$ cat config.mk
export PLATFORM = sky130hd
export DESIGN_NAME = io_input_reader
export DESIGN_NICKNAME = d
export VERILOG_FILES = /design/src/rtl/io_input_reader_pkg.sv /design/src/rtl/input_debouncer.sv /design/src/rtl/io_input_reader.sv
export SDC_FILE = /design/constraint.sdc
export NUM_CORES = 1
export LEC_CHECK = 0
export CAP_MARGIN = 20
export CELL_PAD_IN_SITES_DETAIL_PLACEMENT = 2
export CELL_PAD_IN_SITES_GLOBAL_PLACEMENT = 2
export CORE_MARGIN = 4
export CORE_UTILIZATION = 34
export DETAILED_ROUTE_END_ITERATION = 8
export PLACE_DENSITY_LB_ADDON = 0.2
export SLEW_MARGIN = 0
export SYNTH_ARGS = -nofsm -noshare
export SYNTH_HDL_FRONTEND = slang
export SYNTH_HIERARCHICAL = 1
export SYNTH_SLANG_ARGS = --single-unit
$ cat constraint.sdc
create_clock -name clock -period 4.3 [get_ports clock]
set_input_delay 0.86 -clock clock [delete_from_list [all_inputs] [get_ports clock]]
set_output_delay 0.86 -clock clock [all_outputs]
set_load 0.01 [all_outputs]
$ cat src/rtl/io_input_reader_pkg.sv
// io_input_reader_pkg: shared widths and IO read address map for the button reader
package io_input_reader_pkg;

    localparam int WIDTH = 32;
    localparam int NUM_INPUTS = 16;

    localparam logic [8:0] IO_BTN_BASE  = 9'h101;
    localparam logic [8:0] IO_BTN_ALL   = 9'h111;
    localparam logic [8:0] IO_BTN_EDGES = 9'h112;

    // True for the sixteen single-button addresses IO_BTN_BASE..IO_BTN_BASE+15
    function automatic logic is_btn_addr(input logic [8:0] addr);
        return addr >= IO_BTN_BASE && addr <= IO_BTN_BASE + 9'd15;
    endfunction

endpackage

$ cat src/rtl/input_debouncer.sv
// input_debouncer: one-bit sampled debounce with sticky rising-edge flag
module input_debouncer #(
    parameter int STABLE_SAMPLES = 3
) (
    input  logic clock,
    input  logic active_low_reset,
    input  logic sample_tick,
    input  logic sync_bit,
    input  logic clear_flag,
    output logic level,
    output logic edge_flag
);

    logic [STABLE_SAMPLES-1:0] history;
    logic [STABLE_SAMPLES-1:0] next_history;
    logic rise;

    assign next_history = {history[STABLE_SAMPLES-2:0], sync_bit};
    assign rise = sample_tick && (&next_history) && !level;

    // Shift history on each tick, accept a level once every sample agrees; a new edge beats a clear
    always_ff @(posedge clock or negedge active_low_reset) begin
        if (!active_low_reset) begin
            history   <= '0;
            level     <= 1'b0;
            edge_flag <= 1'b0;
        end else begin
            if (sample_tick) begin
                history <= next_history;
                if (&next_history)
                    level <= 1'b1;
                else if (~|next_history)
                    level <= 1'b0;
            end
            edge_flag <= rise | (edge_flag & ~clear_flag);
        end
    end

endmodule

$ cat src/rtl/io_input_reader.sv
// io_input_reader: synchronised, debounced button inputs readable over the IO bus
module io_input_reader
    import io_input_reader_pkg::*;
#(
    parameter int DEBOUNCE_CYCLES = 50000,
    parameter int STABLE_SAMPLES  = 3
) (
    input  logic                  clock,
    input  logic                  active_low_reset,
    input  logic                  io_read_enable,
    input  logic [15:0]           memory_address,
    input  logic [NUM_INPUTS-1:0] buttons,
    output logic [WIDTH-1:0]      read_data,
    output logic                  read_valid
);

    localparam int PW = $clog2(DEBOUNCE_CYCLES);

    logic [PW-1:0]         prescaler;
    logic                  sample_tick;
    logic [NUM_INPUTS-1:0] sync_1;
    logic [NUM_INPUTS-1:0] sync_2;
    logic [NUM_INPUTS-1:0] level;
    logic [NUM_INPUTS-1:0] edge_flag;
    logic [8:0]            addr;
    logic [3:0]            btn_index;
    logic                  clear_flags;
    logic [WIDTH-1:0]      read_mux;
    logic                  unused_address_bits;

    assign addr                = memory_address[8:0];
    assign unused_address_bits = ^memory_address[15:9];
    assign btn_index           = 4'(addr - IO_BTN_BASE);
    assign sample_tick         = prescaler == PW'(DEBOUNCE_CYCLES - 1);
    assign clear_flags         = io_read_enable && addr == IO_BTN_EDGES;

    // Shared prescaler paces every debouncer's sampling
    always_ff @(posedge clock or negedge active_low_reset) begin
        if (!active_low_reset)
            prescaler <= '0;
        else
            prescaler <= sample_tick ? '0 : prescaler + 1'b1;
    end

    // Two-flop synchroniser on the raw asynchronous inputs
    always_ff @(posedge clock or negedge active_low_reset) begin
        if (!active_low_reset) begin
            sync_1 <= '0;
            sync_2 <= '0;
        end else begin
            sync_1 <= buttons;
            sync_2 <= sync_1;
        end
    end

    for (genvar g = 0; g < NUM_INPUTS; g++) begin : g_debounce
        input_debouncer #(
            .STABLE_SAMPLES(STABLE_SAMPLES)
        ) u_debouncer (
            .clock           (clock),
            .active_low_reset(active_low_reset),
            .sample_tick     (sample_tick),
            .sync_bit        (sync_2[g]),
            .clear_flag      (clear_flags),
            .level           (level[g]),
            .edge_flag       (edge_flag[g])
        );
    end

    // Address decode of the pre-edge levels and flags
    always_comb begin
        read_mux = '0;
        if (is_btn_addr(addr))
            read_mux[0] = level[btn_index];
        else if (addr == IO_BTN_ALL)
            read_mux[NUM_INPUTS-1:0] = level;
        else if (addr == IO_BTN_EDGES)
            read_mux[NUM_INPUTS-1:0] = edge_flag;
    end

    // Register the read result; data holds until the next read completes
    always_ff @(posedge clock or negedge active_low_reset) begin
        if (!active_low_reset) begin
            read_data  <= '0;
            read_valid <= 1'b0;
        end else begin
            read_valid <= io_read_enable;
            if (io_read_enable)
                read_data <= read_mux;
        end
    end

endmodule
==> impl_metrics.yaml <==
global_route:
  grt-ovfl-total: 0
  grt_first_pass_wirelength_um: 23540
  pin_count_of_the_biggest_net_entering_global_routing: 82
  initial_antenna_violation_count: 0
  grt_pass1_vias: 4291
  grt_usage_pct: 16.26
floorplanning:
  placeableCoreArea_um2: 16580
  initial_core_util_pct: 34.62
  height_of_the_die_um: 137.9
  floorplan.io_pins: 68
  num_rows: 47
  floorplan.die.width_um: 137.9
  die_area_um2: 19030
power_and_ir_drop:
  peakVddDrop_uv: 271.9
  power_switching_mw: 0.6201
  power.density_cell_area_nw_per_um2: 397.3
  netSwitchingFraction_pct: 22.36
  fin_total_pwr_mw: 2.773
  clock_power_share_pct: 50.8
  leakage_nw: 2.847
  power.internal_mw: 2.153
  sequentialPowerShare_pct: 45.3
  comb_power_share_pct: 3.9
critical_path:
  crit_path_end_kind: "flop"
  setup.worst_path.start_class: "input port"
  critical_path_class: "input port to flop"
  worst_ep_arrival_time_ns: 3.53
  critical_path_peak_fanout: 8
  critPathRequiredTime_ns: 4.58
clock_tree:
  clock_latency_ns: 0.41
  ctsResizeCount: 0
  tritoncts: "yes"
  numCtsBuffers: 17
  tritoncts_num_sinks: 129
  cts_setup_buffers: 0
  clk_path_buf_depth: 2
  cts-root-buf: "clkbuf_16"
  clkTransAtPathRegs_ns: 0.06
  cts-hold-fix-buffers: 0
  ctsHtreeMaxLevel: 4
route:
  routed_via_density: 5.071
  finalWirelength_um: 14020
  drt-wirelength-per-cell_um: 18.35
  route.vias.total: 3874
  drt_pre_antenna_iters: 4
  drc_errors: 0
  first_iter_violations: 124
  antenna_nets_post_route: 0
synth:
  ys_ff_latch: 129
  yosys.area_share.simple_pct: 16.46
  yosys.cell_types.count: 47
  post_synth_inst_count: 471
  synth.yosys.seq_area_share_pct: 56.23
  synth-edff-count: 0
  synth_warnings: 6
  synthXorXnorAreaFrac_pct: 2.289
  synth-adder-area-share_pct: 0.8718
  synth_area_um2: 5741
  syn-mean-instance-area_um2: 12.19
  synth_compound_area_share_pct: 12.62
  main_combinational_cell_family_by_area_after_synthesis: "simple AND/OR/NAND/NOR gates"
  synth_ff_type: "dfrtp_1"
  synth.area.mux_share_pct: 5.187
  proportion_of_register_bits_with_asynchronous_set_or_reset_after_synthesis_pct: 100.0
timing:
  maxClockFrequency_mhz: 307.7
  worstMarginPinSlew_ns: 0.7848
  timing.setup.tns_ns: 0
  fin_crit_sh_pct: 75.59
  grt_setup_unrepaired: "no"
  report.final.setup_viol: 0
  finalClockSkew_ns: 0.007432
  slew_viol_final: 0
  post-route-min-period_ns: 3.250
  final-hold-violation-count: 0
  max_slew_margin_pct: 47.68
  timing.final.ws_setup_ns: 1.050
run_status:
  status: "complete, no violations"
place:
  dp_hpwl_um: 9198
  placement.io_buffers: 44
  gpl_wtd_cong: 0.7229
  dp_slack_ns: 0.6007
worst_hold_path:
  hold_path.class: "flop to flop"
job:
  max_cap_viol_count: 0
finish:
  finalNetCount: 570
  layout-drive-gt1-share_pct: 20.40
  layout-area-overhead-vs-synth_pct: 21.58
  antennaDiodeCount: 0
  final.fill_count: 1750
-- power groups by stage --
stage	clock network, mW	logic (mW)	registers [mW]
after floorplan	0	0.0538	1.27
after global routing	1.52	0.122	1.26
after CTS	1.46	0.112	1.26
after detailed placement	0	0.111	1.28
final	1.41	0.108	1.26
after global placement	0	0.107	1.28
-- flip-flops by register name, summed over array words and instances (netlist names) --
register / flops
g_debounce.u_debouncer/edge_flag: 16
g_debounce.u_debouncer/history: 32
g_debounce.u_debouncer/level: 16
prescaler: 16
read_data: 16
read_valid: 1
sync_1: 16
sync_2: 16
-- placed cells by master (no fill, tap or decap), types with 17 or more instances in the layout --
| cell | count |
|---|---|
| clkdlybuf4s50_1 | 43 |
| dfrtp_1 | 129 |
| nor2_1 | 29 |
| inv_1 | 49 |
| nand2_1 | 23 |
| nor4b_2 | 17 |
| clkbuf_16 | 17 |
| nand3_1 | 27 |
-- critical path: stages --
cell             delay, ns
clkdlybuf4s50_1       0.63
inv_1                 0.23
ha_1                  0.45
or3b_1                0.40
a32oi_1               0.17
nand2_1               0.11
nand2_1               0.32
buf_4                 0.25
o22ai_1               0.10
-- routing by layer --
layer	track usage [%]	up-vias	part of all wire, %
met5	0	-	0
met4	4.446	0	0.62
met3	4.536	6	3.7
met2	27.41	55	51
met1	20.58	2024	45
li1	-	1789	-
-- Yosys cell counts (2+ instances only) --
library cell | n | area (um^2)
nor4b_2 | 17 | 255.2
o21ai_1 | 16 | 80.08
o32ai_2 | 16 | 260.3
xnor2_1 | 7 | 61.31
buf_2 | 3 | 15.01
a22oi_1 | 15 | 112.6
nand4_1 | 3 | 18.77
a31oi_1 | 16 | 100.1
ha_1 | 4 | 50.05
nor3_2 | 16 | 160.2
mux2_2 | 16 | 180.2
o31ai_1 | 2 | 15.01
inv_1 | 49 | 183.9
o22ai_1 | 15 | 93.84
nand3_1 | 27 | 135.1
buf_4 | 18 | 135.1
clkbuf_1 | 4 | 15.01
mux2i_1 | 5 | 50.05
nor2_1 | 29 | 108.9
nand2_1 | 23 | 86.33
dfrtp_1 | 129 | 3228
and2_1 | 2 | 12.51
and3_1 | 6 | 37.54
mux4_2 | 3 | 67.56
xor2_1 | 8 | 70.07
-- final timing paths --
kind	start	slack, ns	endpoint	cells past startpoint
hold reg to reg	sync_1[5]	0.35	sync_2[5]	0
hold / removal	sync_1[5]	0.35	sync_2[5]	0
max in group asynchronous	active_low_reset	2.86	g_debounce[5].u_debouncer/history[1]	2
setup reg to reg	prescaler[4]	1.83	g_debounce[15].u_debouncer/level	6
min in group asynchronous	active_low_reset	0.50	sync_1[15]	1
setup / recovery	memory_address[0]	1.05	read_data[12]	9
-- per-stage QoR --
stage | utilization [%] | hold slack, ns | cells | area (um^2)
4_1_cts | 42.09 | 0.3497 | 764 | 6979
6_report | 42.09 | 0.3470 | 764 | 6979
5_1_grt | 42.09 | 0.3596 | 764 | 6979
2_1_floorplan | - | 0.3312 | 486 | 5797
3_3_place_gp | 38.58 | 0.3317 | 732 | 6397
3_5_place_dp | 38.58 | 0.3364 | 732 | 6397
-- layout make-up --
cell class,instances,area (um^2),area share (%)
clock inverters,12,135.1,1.936
repair buffers,52,501.7,7.189
clock buffers,20,446.7,6.400
well taps,220,275.3,3.944
flip-flops and latches,129,3228,46.25
multi-input cells,282,2208,31.64
inverters,49,183.9,2.635
-- cell families after synthesis --
group                    after synthesis
other                                  1
AO/OA/AOI/OAI                         86
flip-flops                           129
multiplexers                          24
AND/OR/NAND/NOR                      137
adder cells (fa/ha/maj)                4
buffers and inverters                 75
XOR/XNOR                              15
No activity file was read; power rests on OpenSTA's default activity.
